==> src/rtl/uart_pkg.sv <==
// uart_pkg
// Shared definitions for the arbitrated UART transmitter:
//   - DEFAULT_CLK_FREQ / DEFAULT_BAUD_RATE : default timing constants
//   - tx_state_t                          : serializer FSM state type
//   - bit_cyc()                           : clock cycles per line bit
// Optional feature macro: UART_TX_ARB_PARITY_EN adds the PARITY state.
package uart_pkg;

    localparam int DEFAULT_CLK_FREQ  = 27000000;
    localparam int DEFAULT_BAUD_RATE = 9600;

    typedef enum logic [2:0] {
        ST_IDLE,
        ST_START,
        ST_DATA,
`ifdef UART_TX_ARB_PARITY_EN
        ST_PARITY,
`endif
        ST_STOP
    } tx_state_t;

    // Integer divide: any fractional remainder is dropped.
    function automatic int bit_cyc(input int clk_freq, input int baud_rate);
        return clk_freq / baud_rate;
    endfunction

endpackage

==> src/rtl/uart_tx_core.sv <==
// uart_tx_core
// Single-channel UART serializer: baud counter, shift register and frame FSM.
// Frame: start(0), 8 data bits LSB first, [even parity], stop(1); every bit
// lasts exactly BIT_CYC clock cycles.
// Ports:
//   clk        system clock, all logic on posedge
//   rst        synchronous active-high reset
//   start      load data_byte and begin a frame (honoured only when idle)
//   data_byte  byte to send, sampled on the accepting edge
//   busy       high while a frame is on the line
//   tx         registered serial output, idle high
// Optional feature macro: UART_TX_ARB_PARITY_EN (inserts the PARITY bit).
module uart_tx_core
    import uart_pkg::*;
#(
    parameter int BIT_CYC = bit_cyc(DEFAULT_CLK_FREQ, DEFAULT_BAUD_RATE)
) (
    input  logic       clk,
    input  logic       rst,
    input  logic       start,
    input  logic [7:0] data_byte,
    output logic       busy,
    output logic       tx
);

    localparam int CNT_W = (BIT_CYC > 1) ? $clog2(BIT_CYC) : 1;
    localparam logic [CNT_W-1:0] CNT_LAST = CNT_W'(BIT_CYC - 1);

    tx_state_t        state, state_n;
    logic [CNT_W-1:0] baud_cnt, baud_n;
    logic [2:0]       bit_cnt, bit_n;
    logic [7:0]       shreg, shreg_n;
    logic             tx_n;
    logic             busy_n;
    logic             baud_done;
`ifdef UART_TX_ARB_PARITY_EN
    logic             par, par_n;
`endif

    assign baud_done = (baud_cnt == CNT_LAST);

    // Next-state logic. tx and busy are computed from the *next* state so the
    // line output comes straight from a flop and lines up with the state.
    always_comb begin
        state_n = state;
        baud_n  = baud_cnt;
        bit_n   = bit_cnt;
        shreg_n = shreg;
        tx_n    = 1'b1;
        busy_n  = 1'b0;
`ifdef UART_TX_ARB_PARITY_EN
        par_n   = par;
`endif

        if (state != ST_IDLE) begin
            baud_n = baud_done ? '0 : baud_cnt + CNT_W'(1);
        end

        case (state)
            ST_IDLE: begin
                if (start) begin
                    state_n = ST_START;
                    baud_n  = '0;
                    bit_n   = '0;
                    shreg_n = data_byte;
`ifdef UART_TX_ARB_PARITY_EN
                    par_n   = ^data_byte;
`endif
                end
            end
            ST_START: begin
                if (baud_done) state_n = ST_DATA;
            end
            ST_DATA: begin
                if (baud_done) begin
                    shreg_n = {1'b0, shreg[7:1]};
                    bit_n   = bit_cnt + 3'd1;
                    if (bit_cnt == 3'd7) begin
`ifdef UART_TX_ARB_PARITY_EN
                        state_n = ST_PARITY;
`else
                        state_n = ST_STOP;
`endif
                    end
                end
            end
`ifdef UART_TX_ARB_PARITY_EN
            ST_PARITY: begin
                if (baud_done) state_n = ST_STOP;
            end
`endif
            ST_STOP: begin
                if (baud_done) state_n = ST_IDLE;
            end
            default: state_n = ST_IDLE;
        endcase

        case (state_n)
            ST_START:  tx_n = 1'b0;
            ST_DATA:   tx_n = shreg_n[0];
`ifdef UART_TX_ARB_PARITY_EN
            ST_PARITY: tx_n = par_n;
`endif
            default:   tx_n = 1'b1;
        endcase

        busy_n = (state_n != ST_IDLE);
    end

    always_ff @(posedge clk) begin
        if (rst) begin
            state    <= ST_IDLE;
            baud_cnt <= '0;
            bit_cnt  <= '0;
            shreg    <= '0;
            tx       <= 1'b1;
            busy     <= 1'b0;
`ifdef UART_TX_ARB_PARITY_EN
            par      <= 1'b0;
`endif
        end else begin
            state    <= state_n;
            baud_cnt <= baud_n;
            bit_cnt  <= bit_n;
            shreg    <= shreg_n;
            tx       <= tx_n;
            busy     <= busy_n;
`ifdef UART_TX_ARB_PARITY_EN
            par      <= par_n;
`endif
        end
    end

endmodule

==> src/rtl/uart_tx_arb.sv <==
// uart_tx_arb
// Round-robin arbiter in front of a single UART transmitter. Requesters hold
// req[i] with their byte on data[8i+7:8i]; the winner gets a one-cycle ack on
// the cycle its start bit begins.
// Ports:
//   clk   system clock, all logic on posedge
//   rst   synchronous active-high reset
//   req   per-requester level request, held until ack
//   data  packed request bytes, byte i at [8i+7:8i]
//   ack   one-cycle grant pulse, at most one bit set
//   busy  high while a frame is on the line
//   tx    serial line, idle high
// Optional feature macro: UART_TX_ARB_PARITY_EN (even parity bit, 11-bit frame).
module uart_tx_arb
    import uart_pkg::*;
#(
    parameter int CLK_FREQ  = DEFAULT_CLK_FREQ,
    parameter int BAUD_RATE = DEFAULT_BAUD_RATE,
    parameter int N_REQ     = 4
) (
    input  logic               clk,
    input  logic               rst,
    input  logic [N_REQ-1:0]   req,
    input  logic [N_REQ*8-1:0] data,
    output logic [N_REQ-1:0]   ack,
    output logic               busy,
    output logic               tx
);

    localparam int BIT_CYC = bit_cyc(CLK_FREQ, BAUD_RATE);
    localparam int IDX_W   = $clog2(N_REQ);
    localparam logic [IDX_W-1:0] LAST_IDX = IDX_W'(N_REQ - 1);

    logic [IDX_W-1:0] last_grant;
    logic [IDX_W-1:0] winner;
    logic [IDX_W-1:0] cand;
    logic             found;
    logic             grant;
    logic [7:0]       sel_byte;
    int               idx;

    // Rotating search starting one past the previous grant, so the most
    // recently served requester is considered last.
    always_comb begin
        winner = last_grant;
        found  = 1'b0;
        idx    = 0;
        cand   = '0;
        for (int k = 1; k <= N_REQ; k++) begin
            idx = int'(last_grant) + k;
            if (idx >= N_REQ) idx = idx - N_REQ;
            cand = IDX_W'(idx);
            if (!found && req[cand]) begin
                winner = cand;
                found  = 1'b1;
            end
        end
    end

    always_comb begin
        sel_byte = '0;
        for (int i = 0; i < N_REQ; i++) begin
            if (winner == IDX_W'(i)) sel_byte = data[i*8 +: 8];
        end
    end

    // The core only accepts start while idle, so gating on busy keeps the
    // arbiter and the serializer in agreement about when a grant happened.
    assign grant = found && !busy;

    always_ff @(posedge clk) begin
        if (rst) begin
            ack        <= '0;
            last_grant <= LAST_IDX;
        end else begin
            ack <= '0;
            if (grant) begin
                ack        <= N_REQ'(1) << winner;
                last_grant <= winner;
            end
        end
    end

    uart_tx_core #(
        .BIT_CYC (BIT_CYC)
    ) u_core (
        .clk       (clk),
        .rst       (rst),
        .start     (grant),
        .data_byte (sel_byte),
        .busy      (busy),
        .tx        (tx)
    );

endmodule

==> config.mk <==
export PLATFORM = sky130hd
export DESIGN_NAME = uart_tx_arb
export DESIGN_NICKNAME = d
export VERILOG_FILES = /design/src/rtl/uart_pkg.sv /design/src/rtl/uart_tx_core.sv /design/src/rtl/uart_tx_arb.sv
export SDC_FILE = /design/constraint.sdc
export NUM_CORES = 1
export LEC_CHECK = 0
export ABC_AREA = 1
export ABC_CLOCK_PERIOD_IN_PS = 4600
export CORE_ASPECT_RATIO = 1.5
export CORE_MARGIN = 3
export CORE_UTILIZATION = 56
export DETAILED_ROUTE_END_ITERATION = 10
export PLACE_DENSITY = 0.95
export SLEW_MARGIN = 20
export SYNTH_ARGS = -nofsm -noshare
export SYNTH_HDL_FRONTEND = slang
export SYNTH_HIERARCHICAL = 1
export SYNTH_SLANG_ARGS = --single-unit
==> constraint.sdc <==
create_clock -name clk -period 4.6 [get_ports clk]
set_clock_uncertainty 0.15 [all_clocks]
set_input_delay 0.92 -clock clk [delete_from_list [all_inputs] [get_ports clk]]
set_output_delay 0.92 -clock clk [all_outputs]
set_load 0.005 [all_outputs]
==> flow_results.xml <==
<?xml version="1.0" encoding="UTF-8"?>
<metrics>
  <group name="setup_path">
    <metric name="cpMostUsedCell" unit="">sky130_fd_sc_hd__nand2_1</metric>
    <metric name="ff2ff_path_depth" unit="">18</metric>
    <metric name="critPathLaunchType" unit="">input pin</metric>
    <metric name="critical_path_arrival" unit="ns">3.05</metric>
    <metric name="critical_path_data_required_time" unit="ns">4.63</metric>
    <metric name="cp_num_cells" unit="">18</metric>
    <metric name="crit_buf_inv" unit="">3</metric>
    <metric name="cells_along_the_critical_path" unit="">clkdlybuf4s50_1 &gt; nand2_1 &gt; nand2_1 &gt; nand2_1 &gt; nand2_1 &gt; nand3_2 &gt; nand3_2 &gt; nand2_4 &gt; nand2_1 &gt; inv_2 &gt; nand2_1 &gt; nand2_1 &gt; inv_1 &gt; nor2_1 &gt; nor2_1 &gt; nand3_1 &gt; nor2_1 &gt; nor2_1</metric>
    <metric name="worstSetupEndpointType" unit="">flip-flop</metric>
    <metric name="critical_path_peak_fanout" unit="">15</metric>
    <metric name="timing.critical_path.max_delay_family" unit="">simple AND/OR/NAND/NOR gates</metric>
    <metric name="worst_path_max_delay_cell" unit="">sky130_fd_sc_hd__clkdlybuf4s50_1</metric>
    <metric name="timing.setup.critical_path_class" unit="">in -&gt; reg</metric>
    <metric name="cpPeakStageDelay" unit="ns">0.50</metric>
  </group>
  <group name="run">
    <metric name="maxCapViolCount" unit="">0</metric>
  </group>
  <group name="pwr">
    <metric name="p_int" unit="µW">809</metric>
    <metric name="power.share.clock" unit="%">14.9</metric>
    <metric name="vdd_ir_drop_max" unit="mV">0.583</metric>
    <metric name="power.share.switching" unit="%">47.7</metric>
    <metric name="switching_power" unit="µW">738</metric>
    <metric name="leakagePower" unit="µW">0.00118</metric>
    <metric name="power_per_cell_area" unit="mW/mm²">558</metric>
    <metric name="power.share.sequential" unit="%">27.0</metric>
    <metric name="share_comb_of_total_power" unit="%">58.2</metric>
  </group>
  <group name="clock_network">
    <metric name="worst_skew_pair.late_latency" unit="ns">0.29</metric>
    <metric name="postCtsResizedCells" unit="">0</metric>
    <metric name="cts_h_tree_depth" unit="">2</metric>
    <metric name="cts_made_buffers" unit="">5</metric>
    <metric name="cts_root_buf" unit="">sky130_fd_sc_hd__clkbuf_8</metric>
    <metric name="cts_post_setup_buffers_inserted" unit="">0</metric>
    <metric name="clkTransAtPathRegs" unit="ns">0.07</metric>
    <metric name="cts.sink_count" unit="">34</metric>
    <metric name="cts_tree" unit="">built</metric>
    <metric name="hold_buffers" unit="">0</metric>
    <metric name="clock_path_buffers" unit="">2</metric>
  </group>
  <group name="placed_design">
    <metric name="place.detailed.hpwl" unit="mm">4.07</metric>
    <metric name="port_buffers" unit="">43</metric>
    <metric name="post-place-cells" unit="">418</metric>
    <metric name="globalplace.congestion" unit="">0.938</metric>
  </group>
  <group name="final_layout">
    <metric name="final_net_count" unit="">423</metric>
    <metric name="fillers" unit="">296</metric>
    <metric name="final_cells" unit="">426</metric>
    <metric name="diodes" unit="">0</metric>
    <metric name="areaGrowthSynthToFinish" unit="%">22.6</metric>
    <metric name="drive_above_1_share" unit="%">14.9</metric>
  </group>
  <group name="drt">
    <metric name="finalWirelength" unit="mm">5.18</metric>
    <metric name="final_antenna_net_count" unit="">0</metric>
    <metric name="viasPerCell" unit="">5.39</metric>
    <metric name="detailroute.via_count" unit="">2295</metric>
    <metric name="detail_route.first_pass.iterations" unit="">5</metric>
    <metric name="drtIter0Drc" unit="">115</metric>
    <metric name="dr_wl_cell" unit="µm">12.2</metric>
    <metric name="drc_violation_count_after_routing" unit="">0</metric>
  </group>
  <group name="sta">
    <metric name="peak_freq" unit="MHz">331</metric>
    <metric name="report.final.setup_viol" unit="">0</metric>
    <metric name="totalNegativeSetupSlack" unit="ns">0</metric>
    <metric name="hold_viol_final" unit="">0</metric>
    <metric name="rsz0062_at_grt" unit="">false</metric>
    <metric name="period_needed" unit="ns">3.02</metric>
    <metric name="final.period_utilization" unit="%">65.6</metric>
    <metric name="slew_violations" unit="">0</metric>
    <metric name="timing.slew.headroom" unit="%">44.4</metric>
    <metric name="tightest_slew" unit="ns">0.831</metric>
  </group>
  <group name="floorplan">
    <metric name="die_w" unit="µm">57.9</metric>
    <metric name="initial_utilization" unit="%">59.8</metric>
    <metric name="pin_count" unit="">44</metric>
    <metric name="core-area" unit="mm²">0.00378</metric>
    <metric name="placement_rows" unit="">27</metric>
    <metric name="dieArea" unit="mm²">0.00486</metric>
    <metric name="floorplan.die.height" unit="µm">83.9</metric>
  </group>
  <group name="global_routing">
    <metric name="grt_start_max_net_pins" unit="">24</metric>
    <metric name="grt_util_all_layers" unit="%">24.1</metric>
    <metric name="grt_pass1_wl" unit="mm">9.57</metric>
    <metric name="antenna_violations_before_repair" unit="">0</metric>
    <metric name="first_global_vias" unit="">2376</metric>
    <metric name="grt.overflow.total" unit="">0</metric>
  </group>
  <group name="hold_path">
    <metric name="worst_hold_path.num_cells" unit="">2</metric>
    <metric name="min-delay-path-class" unit="">reg -&gt; reg</metric>
  </group>
  <group name="synthesis">
    <metric name="synth.cell_area" unit="mm²">0.00226</metric>
    <metric name="ys.warnings.count" unit="">6</metric>
    <metric name="synth_edf_count" unit="">0</metric>
    <metric name="ys.flop_type" unit="">sky130_fd_sc_hd__dfxtp_1</metric>
    <metric name="share_of_synthesized_area_occupied_by_flip_flops_and_latches" unit="%">30.1</metric>
    <metric name="number_of_distinct_library_cells_after_synthesis" unit="">33</metric>
    <metric name="async_reset_ff_share" unit="%">0</metric>
    <metric name="synth_nets" unit="">381</metric>
    <metric name="synthesis.instances" unit="">340</metric>
    <metric name="count_of_state_elements_after_synthesis" unit="">34</metric>
    <metric name="postSynthAreaPerCell" unit="µm²">6.66</metric>
  </group>
  <group name="run_status">
    <metric name="status" unit="">finished, final reports clean</metric>
  </group>
</metrics>
routing by layer:
layer	up-vias	track usage, %	wire length, µm
li1	1195	-	-
met1	1016	26.3	2010
met2	77	42.8	2850
met3	7	3.72	237
met4	0	12.7	78
met5	-	0	0
power groups by stage:
stage               clock network [µW]  registers [µW]  logic (µW)
floorplan                            0             403         784
global route                       246             426        1030
CTS                                236             416         899
detailed placement                   0             419         897
finish                             230             417         899
global placement                     0             420         868
worst min-delay path, cell delays in order (launching register included):
cell,delay [ns]
sky130_fd_sc_hd__dfxtp_1,0.30
sky130_fd_sc_hd__nand2_1,0.07
sky130_fd_sc_hd__a21oi_1,0.06
state kept, by name, summed over array words and instances (netlist names):
signal,flops
u_core/baud_cnt,12
u_core/shreg,8
ack,4
u_core/bit_cnt,3
u_core/state,3
last_grant,2
u_core/busy,1
u_core/tx,1
through the flow:
step | cell area (µm²) | setup slack, ns | power [µW] | hold WS [ns] | utilization, %
2_1_floorplan | 2260 | 2.09 | 1190 | 0.297 | -
3_3_place_gp | 2680 | 1.37 | 1290 | 0.310 | 70.8
3_5_place_dp | 2680 | 1.30 | 1320 | 0.320 | 70.8
4_1_cts | 2770 | 1.61 | 1550 | 0.330 | 73.3
5_1_grt | 2770 | 1.29 | 1700 | 0.360 | 73.3
6_report | 2770 | 1.58 | 1550 | 0.329 | 73.3
final cells by class:
| type | instances | area, µm² | area share [%] |
|---|---|---|---|
| clock buffer | 6 | 82.6 | 2.98 |
| clock inverter | 2 | 12.5 | 0.451 |
| inverter | 43 | 166 | 6.00 |
| multi-input combinational | 255 | 1350 | 48.6 |
| sequential | 34 | 681 | 24.5 |
| tap | 43 | 53.8 | 1.94 |
| timing repair buffer | 43 | 430 | 15.5 |
cell usage in the layout, fill, tap and decap left out:
master | netlist | final
sky130_fd_sc_hd__or2_2 | 2 | 2
sky130_fd_sc_hd__o21ai_2 | 1 | 1
sky130_fd_sc_hd__nor2_1 | 20 | 20
sky130_fd_sc_hd__nand2_2 | 10 | 10
sky130_fd_sc_hd__dfxtp_1 | 34 | 34
sky130_fd_sc_hd__nand3_1 | 36 | 36
sky130_fd_sc_hd__clkinv_2 | 0 | 1
sky130_fd_sc_hd__a22oi_2 | 1 | 1
sky130_fd_sc_hd__inv_1 | 34 | 34
sky130_fd_sc_hd__clkinvlp_4 | 0 | 1
sky130_fd_sc_hd__xor2_1 | 1 | 1
sky130_fd_sc_hd__nand3_4 | 1 | 1
sky130_fd_sc_hd__nand2_4 | 4 | 4
sky130_fd_sc_hd__conb_1 | 1 | 1
sky130_fd_sc_hd__nand4_1 | 12 | 12
sky130_fd_sc_hd__clkbuf_8 | 0 | 6
sky130_fd_sc_hd__nor2_2 | 4 | 4
sky130_fd_sc_hd__nand2_1 | 96 | 96
sky130_fd_sc_hd__o21ai_0 | 8 | 8
sky130_fd_sc_hd__nor3_2 | 3 | 3
sky130_fd_sc_hd__a21oi_1 | 18 | 18
sky130_fd_sc_hd__clkdlybuf4s50_1 | 0 | 43
sky130_fd_sc_hd__inv_2 | 7 | 7
sky130_fd_sc_hd__nor3_1 | 7 | 7
sky130_fd_sc_hd__a211oi_1 | 1 | 1
sky130_fd_sc_hd__xnor2_1 | 1 | 1
sky130_fd_sc_hd__inv_4 | 2 | 2
sky130_fd_sc_hd__o21ai_1 | 2 | 2
sky130_fd_sc_hd__a31oi_1 | 7 | 7
sky130_fd_sc_hd__nor2_4 | 5 | 5
sky130_fd_sc_hd__ha_1 | 3 | 3
sky130_fd_sc_hd__nand3_2 | 6 | 6
sky130_fd_sc_hd__nor3b_1 | 2 | 2
sky130_fd_sc_hd__a21oi_2 | 3 | 3
synth_stat cells, types with 2 or more instances:
cell type                  instances  share of area [%]
sky130_fd_sc_hd__nand3_2           6                2.7
sky130_fd_sc_hd__nand2_2          10                2.8
sky130_fd_sc_hd__buf_6             5                2.5
sky130_fd_sc_hd__nor3_2            3                1.3
sky130_fd_sc_hd__inv_1            34                5.6
sky130_fd_sc_hd__nor3b_1           2               0.66
sky130_fd_sc_hd__nand3_1          36                8.0
sky130_fd_sc_hd__o21ai_1           2               0.44
sky130_fd_sc_hd__a21oi_1          18                4.0
sky130_fd_sc_hd__o21ai_0           8                1.8
sky130_fd_sc_hd__dfxtp_1          34                 30
sky130_fd_sc_hd__ha_1              3                1.7
sky130_fd_sc_hd__or2_2             2               0.55
sky130_fd_sc_hd__clkbuf_1          2               0.33
sky130_fd_sc_hd__nor2_4            5                2.5
sky130_fd_sc_hd__nor2_2            4                1.1
sky130_fd_sc_hd__nor2_1           20                3.3
sky130_fd_sc_hd__nand4_1          12                3.3
sky130_fd_sc_hd__nor3_1            7                1.5
sky130_fd_sc_hd__a31oi_1           7                1.9
sky130_fd_sc_hd__a21oi_2           3                1.2
sky130_fd_sc_hd__nand2_1          96                 16
sky130_fd_sc_hd__nand2_4           4                2.0
sky130_fd_sc_hd__inv_4             2               0.55
sky130_fd_sc_hd__inv_2             7                1.2
worst paths after layout:
path,startpoint,end,slack [ns]
hold reg to reg,u_core/shreg[0],u_core/shreg[0],0.33
hold / removal,u_core/shreg[0],u_core/shreg[0],0.33
setup / recovery,req[0],u_core/tx,1.58
setup reg to reg,last_grant[0],u_core/tx,2.07
cell families (layout without fill, tap and decap cells):
logic type      Yosys count  count (layout)  share of synthesized area, %
fa+ha+maj                 3               3                          1.66
flops                    34              34                          30.1
simple gates            208             208                          46.4
xor+xnor                  2               2                         0.774
buf+inv                  51              94                          10.4
compound gates           41              41                          10.6
other cells               1               1                         0.166
Power figures use the tool's default switching activity.
